[config.mk]
export PLATFORM = sky130hd
export DESIGN_NAME = pc_sequencer_flat
export DESIGN_NICKNAME = d
export VERILOG_FILES = /design/src/rtl/pc_sequencer_if.sv /design/src/rtl/pc_sequencer.sv /design/src/flat_wrapper.sv
export SDC_FILE = /design/constraint.sdc
export NUM_CORES = 1
export LEC_CHECK = 0
export CAP_MARGIN = 40
export CORE_AREA = 4 4 50 70
export DETAILED_ROUTE_END_ITERATION = 16
export DIE_AREA = 0 0 54 74
export PLACE_DENSITY = 0.72
export SETUP_SLACK_MARGIN = 0.2
export SYNTH_ARGS = -nofsm -noshare
export SYNTH_HDL_FRONTEND = slang
export SYNTH_SLANG_ARGS = --single-unit
[constraint.sdc]
create_clock -name clk_i -period 1.3 [get_ports clk_i]
set_input_delay 0.13 -clock clk_i [delete_from_list [all_inputs] [get_ports clk_i]]
set_output_delay 0.13 -clock clk_i [all_outputs]
set_load 0.03 [all_outputs]
[src/rtl/pc_sequencer_if.sv]
// pc_sequencer_if: fetch handshake and control-unit signals around the program counter sequencer.
// master = pc_sequencer side, slave = control unit / instruction memory side.
interface pc_sequencer_if #(
    parameter int PC_W = 10
);
    logic            start;
    logic            mem_req;
    logic            mem_ready;
    logic            ir_load;
    logic            exec_done;
    logic            stall;
    logic            branch_taken;
    logic [PC_W-1:0] branch_target;
    logic            jump;
    logic [PC_W-1:0] jump_target;
    logic            halt_req;
    logic [PC_W-1:0] pc;
    logic            halted;
    logic            call;
    logic            ret;
    logic            rs_error;

    modport master (
        input  start, mem_ready, exec_done, stall, branch_taken, branch_target,
               jump, jump_target, halt_req, call, ret,
        output mem_req, ir_load, pc, halted, rs_error
    );

    modport slave (
        output start, mem_ready, exec_done, stall, branch_taken, branch_target,
               jump, jump_target, halt_req, call, ret,
        input  mem_req, ir_load, pc, halted, rs_error
    );
endinterface

[src/rtl/pc_sequencer.sv]
// pc_sequencer: owns the PC and sequences IDLE/FETCH/WAIT/EXEC/HALT with registered fetch handshake.
// Define PC_RETURN_STACK_EN to add an RS_DEPTH-entry call/return stack with sticky rs_error.
module pc_sequencer #(
    parameter int              PC_W         = 10,
    parameter logic [PC_W-1:0] RESET_VECTOR = '0,
    parameter int              RS_DEPTH     = 4
) (
    input  logic           clk_i,
    input  logic           reset_i,
    pc_sequencer_if.master bus
);
    typedef enum logic [2:0] {S_IDLE, S_FETCH, S_WAIT, S_EXEC, S_HALT} state_e;

    if (RS_DEPTH < 1) begin : g_bad_depth
        $error("RS_DEPTH must be at least 1");
    end

    state_e          state_q;
    logic [PC_W-1:0] pc_q;
    logic [PC_W-1:0] pc_inc;
    logic [PC_W-1:0] pc_base;
    logic [PC_W-1:0] pc_d;
    logic            mem_req_q;
    logic            ir_load_q;
    logic            halted_q;
    logic            commit;

    assign commit = state_q == S_EXEC && !bus.stall && bus.exec_done;

`ifdef PC_RETURN_STACK_EN
    localparam int SP_W  = $clog2(RS_DEPTH + 1);
    localparam int IDX_W = RS_DEPTH > 1 ? $clog2(RS_DEPTH) : 1;

    logic [PC_W-1:0] rs_q [RS_DEPTH];
    logic [SP_W-1:0] sp_q;
    logic            rs_error_q;
    logic            rs_push;
    logic            rs_pop;
    logic            rs_fault;
    logic [IDX_W-1:0] top_idx;
    logic [IDX_W-1:0] push_idx;

    always_comb begin
        pc_inc   = pc_q + 1'b1;
        pc_base  = bus.jump ? bus.jump_target : bus.branch_taken ? bus.branch_target : pc_inc;
        rs_pop   = bus.ret;
        rs_push  = !bus.ret && bus.call;
        rs_fault = (rs_pop && sp_q == '0) || (rs_push && sp_q == SP_W'(RS_DEPTH));
        top_idx  = IDX_W'(sp_q - 1'b1);
        push_idx = IDX_W'(sp_q);
        pc_d     = rs_fault ? pc_inc : rs_pop ? rs_q[top_idx] : rs_push ? bus.jump_target : pc_base;
    end

    // A faulting push/pop leaves the stack untouched; only the sticky flag records it.
    always_ff @(posedge clk_i) begin
        if (reset_i) begin
            sp_q       <= '0;
            rs_error_q <= 1'b0;
        end else if (commit) begin
            if (rs_fault) begin
                rs_error_q <= 1'b1;
            end else if (rs_push) begin
                rs_q[push_idx] <= pc_inc;
                sp_q           <= sp_q + 1'b1;
            end else if (rs_pop) begin
                sp_q <= sp_q - 1'b1;
            end
        end
    end

    assign bus.rs_error = rs_error_q;
`else
    always_comb begin
        pc_inc  = pc_q + 1'b1;
        pc_base = bus.jump ? bus.jump_target : bus.branch_taken ? bus.branch_target : pc_inc;
        pc_d    = pc_base;
    end

    assign bus.rs_error = 1'b0;
`endif

    // mem_req is set on entry to FETCH and held through WAIT until the memory answers.
    always_ff @(posedge clk_i) begin
        if (reset_i) begin
            state_q   <= S_IDLE;
            pc_q      <= RESET_VECTOR;
            mem_req_q <= 1'b0;
            ir_load_q <= 1'b0;
            halted_q  <= 1'b0;
        end else begin
            ir_load_q <= 1'b0;
            case (state_q)
                S_IDLE: begin
                    if (bus.start) begin
                        state_q   <= S_FETCH;
                        mem_req_q <= 1'b1;
                    end
                end
                S_FETCH: state_q <= S_WAIT;
                S_WAIT: begin
                    if (bus.mem_ready) begin
                        state_q   <= S_EXEC;
                        mem_req_q <= 1'b0;
                        ir_load_q <= 1'b1;
                    end
                end
                S_EXEC: begin
                    if (commit) begin
                        pc_q      <= pc_d;
                        state_q   <= bus.halt_req ? S_HALT : S_FETCH;
                        mem_req_q <= !bus.halt_req;
                        halted_q  <= bus.halt_req;
                    end
                end
                default: ;
            endcase
        end
    end

    assign bus.pc      = pc_q;
    assign bus.mem_req = mem_req_q;
    assign bus.ir_load = ir_load_q;
    assign bus.halted  = halted_q;
endmodule

[src/flat_wrapper.sv]
// flat-port wrapper written by rule: the top's interface ports become plain ports
module pc_sequencer_flat 
#(
    parameter int              PC_W         = 10,
    parameter logic [PC_W-1:0] RESET_VECTOR = '0,
    parameter int              RS_DEPTH     = 4
)
  (clk_i, reset_i, bus_start, bus_mem_ready, bus_exec_done, bus_stall, bus_branch_taken, bus_branch_target, bus_jump, bus_jump_target, bus_halt_req, bus_call, bus_ret, bus_mem_req, bus_ir_load, bus_pc, bus_halted, bus_rs_error);
  pc_sequencer_if #(.PC_W(PC_W)) bus_i ();
  input  logic clk_i;
  input  logic reset_i;
  input wire logic [$bits(bus_i.start)-1:0] bus_start;
  input wire logic [$bits(bus_i.mem_ready)-1:0] bus_mem_ready;
  input wire logic [$bits(bus_i.exec_done)-1:0] bus_exec_done;
  input wire logic [$bits(bus_i.stall)-1:0] bus_stall;
  input wire logic [$bits(bus_i.branch_taken)-1:0] bus_branch_taken;
  input wire logic [$bits(bus_i.branch_target)-1:0] bus_branch_target;
  input wire logic [$bits(bus_i.jump)-1:0] bus_jump;
  input wire logic [$bits(bus_i.jump_target)-1:0] bus_jump_target;
  input wire logic [$bits(bus_i.halt_req)-1:0] bus_halt_req;
  input wire logic [$bits(bus_i.call)-1:0] bus_call;
  input wire logic [$bits(bus_i.ret)-1:0] bus_ret;
  output wire logic [$bits(bus_i.mem_req)-1:0] bus_mem_req;
  output wire logic [$bits(bus_i.ir_load)-1:0] bus_ir_load;
  output wire logic [$bits(bus_i.pc)-1:0] bus_pc;
  output wire logic [$bits(bus_i.halted)-1:0] bus_halted;
  output wire logic [$bits(bus_i.rs_error)-1:0] bus_rs_error;
  assign bus_i.start = bus_start;
  assign bus_i.mem_ready = bus_mem_ready;
  assign bus_i.exec_done = bus_exec_done;
  assign bus_i.stall = bus_stall;
  assign bus_i.branch_taken = bus_branch_taken;
  assign bus_i.branch_target = bus_branch_target;
  assign bus_i.jump = bus_jump;
  assign bus_i.jump_target = bus_jump_target;
  assign bus_i.halt_req = bus_halt_req;
  assign bus_i.call = bus_call;
  assign bus_i.ret = bus_ret;
  assign bus_mem_req = bus_i.mem_req;
  assign bus_ir_load = bus_i.ir_load;
  assign bus_pc = bus_i.pc;
  assign bus_halted = bus_i.halted;
  assign bus_rs_error = bus_i.rs_error;
  pc_sequencer #(.PC_W(PC_W), .RESET_VECTOR(RESET_VECTOR), .RS_DEPTH(RS_DEPTH)) u_core (.clk_i(clk_i), .reset_i(reset_i), .bus(bus_i));
endmodule
==> flow_metrics.tcl <==
set metrics [dict create \
    cts_tree "built" \
    setup_viol 4 \
    hold_worst_slack_ns 0.467 \
    final_net_count 221 \
    end_kind "register" \
    synthToLayoutAreaGrowth_pct 74.2 \
    fin_total_pwr_mw 1.28 \
    finalWirelength_um 3310 \
    layout-drive-gt1-share 0.410 \
    outcome "complete, but fails checks" \
    worst_setup_slack_final_ns -0.0276 \
    report.final.slew_viol_count 0 \
    globalRoute.totalOverflow 0 \
    detailroute.via_count 1210 \
    synth.ff_latch_count 16 \
    groute.usage.overall 0.178 \
    sequential_share_of_the_synthesized_area 0.311 \
    antennaDiodeCount 0 \
    placement.cell_area_mm2 0.00162 \
    crit_type "register to register" \
    crit_slowest_cell "sky130_fd_sc_hd__dfxtp_4" \
    total_leakage_power_nw 0.691 \
    synth_largest_area_cell "sky130_fd_sc_hd__dfxtp_1" \
    synth_enable_flop_cells 0 \
    place.detailed.instances 217 \
    cp.required_ns 1.44 \
    clk_pin_slew_worst_setup_hold_paths_ns 0.07 \
    initial_core_util 0.362 \
    vias_per_cell 5.38 \
    netlist_top_cells_count "sky130_fd_sc_hd__dfxtp_1 (16), sky130_fd_sc_hd__nand2_1 (14), sky130_fd_sc_hd__o21ai_0 (13), sky130_fd_sc_hd__a21oi_1 (12), sky130_fd_sc_hd__nor2_1 (9)" \
    syn_avg_cell_area_um2 7.93 \
    syn_area_mm2 0.00103 \
    tmin_final_ns 1.33 \
    ys_types 46 \
    synth-main-ff-cell "sky130_fd_sc_hd__dfxtp_1" \
    numPortBuffers 41 \
    post-place-ws_ns -0.339 \
    synth.most_common_cell "sky130_fd_sc_hd__dfxtp_1" \
    routedWlPerCell_um 14.7 \
    clock_tree.htree_level_count 1 \
    latest_clock_arrival_within_the_worst_skew_pair_ns 0.25 \
    async_flop_share 0 \
    synthesis.instances 130 \
    cts_root_buf "sky130_fd_sc_hd__clkbuf_8" \
    cp_data_arrival_time_ns 1.47 \
    min_delay_path_depth 2 \
    worst_hold_path_type "register to register" \
    grt_antenna_before_repair 0 \
    clock_tree.buffer_depth 2 \
    floorplan.rows 23 \
    setup-tns-final_ns -0.0679 \
    grt_max_degree 11 \
    grt_first_pass_wirelength_um 5410 \
    ir_worst_vdd_mv 0.574 \
    cts_sinks 16 \
    period_share 1.02 \
    power_density_mw_per_mm2 712 \
    unrepaired_setup_endpoints_after_global_routing "yes" \
    detail_route.iter0.violations 27 \
    synthesis.nets 162 \
    design.die.area_mm2 0.00400 \
    fp.coreArea_mm2 0.00285 \
    top_level_ports 45 \
    maximum_fanout_count_along_the_critical_path 5 \
    final_hold_viol_count 0 \
    crit_chain "ha_4 -> nand4_1 -> nor4_1 -> a221o_1 -> a32o_1" \
    dpl.hpwl_um 2440 \
    failed_checks "negative setup slack" \
    critPathMaxStageDelay_ns 0.37 \
    synth.top_cell.area_share 0.311 \
    first_global_vias 1260 \
    synthTopCellsByArea "sky130_fd_sc_hd__dfxtp_1 (31%), sky130_fd_sc_hd__o21ai_0 (6.3%), sky130_fd_sc_hd__a21oi_1 (5.8%)" \
    antenna_violating_nets_post_route 0 \
    stdcell_count 225 \
    max_capacitance_violation_count 0 \
    drt_pre_antenna_iters 5 \
    cts_made_buffers 3 \
    gp_congestion 0.888 \
    die_x_um 54 \
    final_design_area_no_fill_mm2 0.00180 \
    clock-skew-final_ns 0.00134 \
    ys_warn_count 0 \
    highest_clock_rate_ghz 0.753 \
    die_h_um 74 \
    reg2reg_depth 5 \
    drt_drc_violations_left 0 \
    postLayoutCoreUtil 0.630 \
    start_kind "register" \
]
## layout make-up
class,count,area [um^2]
Tap cell,37,46.3
Fill cell,241,1050
Sequential cell,16,350
Timing Repair Buffer,62,572
Clock buffer,4,55.1
Inverter,8,30.0
Multi-Input combinational cell,98,742
## final timing paths
check,startpoint,to,slack (ns)
setup / recovery,u_core.bus.pc[0],u_core.bus.pc[6],-0.03
hold / removal,u_core.bus.halted,u_core.bus.halted,0.47
setup reg to reg,u_core.bus.pc[0],u_core.bus.pc[6],-0.03
hold reg to reg,u_core.bus.halted,u_core.bus.halted,0.47
## timing repair
action / 4_1_cts / 5_1_grt
resized for setup: 60 / 13
endpoints found under the hold margin: 0 / 0
pin swaps: 13 / 6
setup buffers: 3 / 0
cloned: 1 / 0
setup endpoints to repair: 27 / 19
hold buffers: 0 / 0
## layout by cell type (no fill, tap or decap), types with 4 or more instances in the layout
cell | Yosys | routed
sky130_fd_sc_hd__clkdlybuf4s50_1 | 0 | 25
sky130_fd_sc_hd__nor2_1 | 9 | 6
sky130_fd_sc_hd__o21ai_1 | 0 | 5
sky130_fd_sc_hd__inv_1 | 8 | 8
sky130_fd_sc_hd__clkdlybuf4s15_2 | 0 | 7
sky130_fd_sc_hd__clkbuf_8 | 0 | 4
sky130_fd_sc_hd__o21ai_0 | 13 | 7
sky130_fd_sc_hd__nand2_1 | 14 | 12
sky130_fd_sc_hd__a21oi_2 | 1 | 4
sky130_fd_sc_hd__dfxtp_1 | 16 | 4
sky130_fd_sc_hd__a21oi_1 | 12 | 8
sky130_fd_sc_hd__dfxtp_2 | 0 | 6
sky130_fd_sc_hd__mux2i_1 | 5 | 4
sky130_fd_sc_hd__dfxtp_4 | 0 | 6
sky130_fd_sc_hd__buf_4 | 1 | 17
## metal layers
| layer | track usage | routed length [um] |
|---|---|---|
| met1 | 0.194 | 1310 |
| met2 | 0.334 | 1720 |
| met3 | 0.0281 | 192 |
| met4 | 0.0637 | 85 |
| met5 | 0 | 0 |
## report_power, final
part	internal, mW	total [mW]	switching [mW]
Clock	0.269	0.448	0.179
Combinational	0.182	0.322	0.140
Sequential	0.495	0.508	0.0129
## critical path, delay by kind of cell (launching register included)
| family | cells | cell delay (ns) |
|---|---|---|
| compound gates | 2 | 0.46 |
| fa+ha+maj | 1 | 0.16 |
| flops | 1 | 0.37 |
| simple gates | 2 | 0.25 |
## cell families after synthesis
| group | share of synthesized area |
|---|---|
| fa+ha+maj | 0.0121 |
| simple gates | 0.235 |
| other cells | 0.00364 |
| compound gates | 0.291 |
| flops | 0.311 |
| xor+xnor | 0.00850 |
| mux | 0.0485 |
| buf+inv | 0.0898 |
## sequential cells by signal (all words and copies together), names as in the netlist
name	flops
u_core.bus.halted	1
u_core.bus.ir_load	1
u_core.bus.mem_req	1
u_core.bus.pc	10
u_core.state_q	3
(Power assumes the default switching activity.)
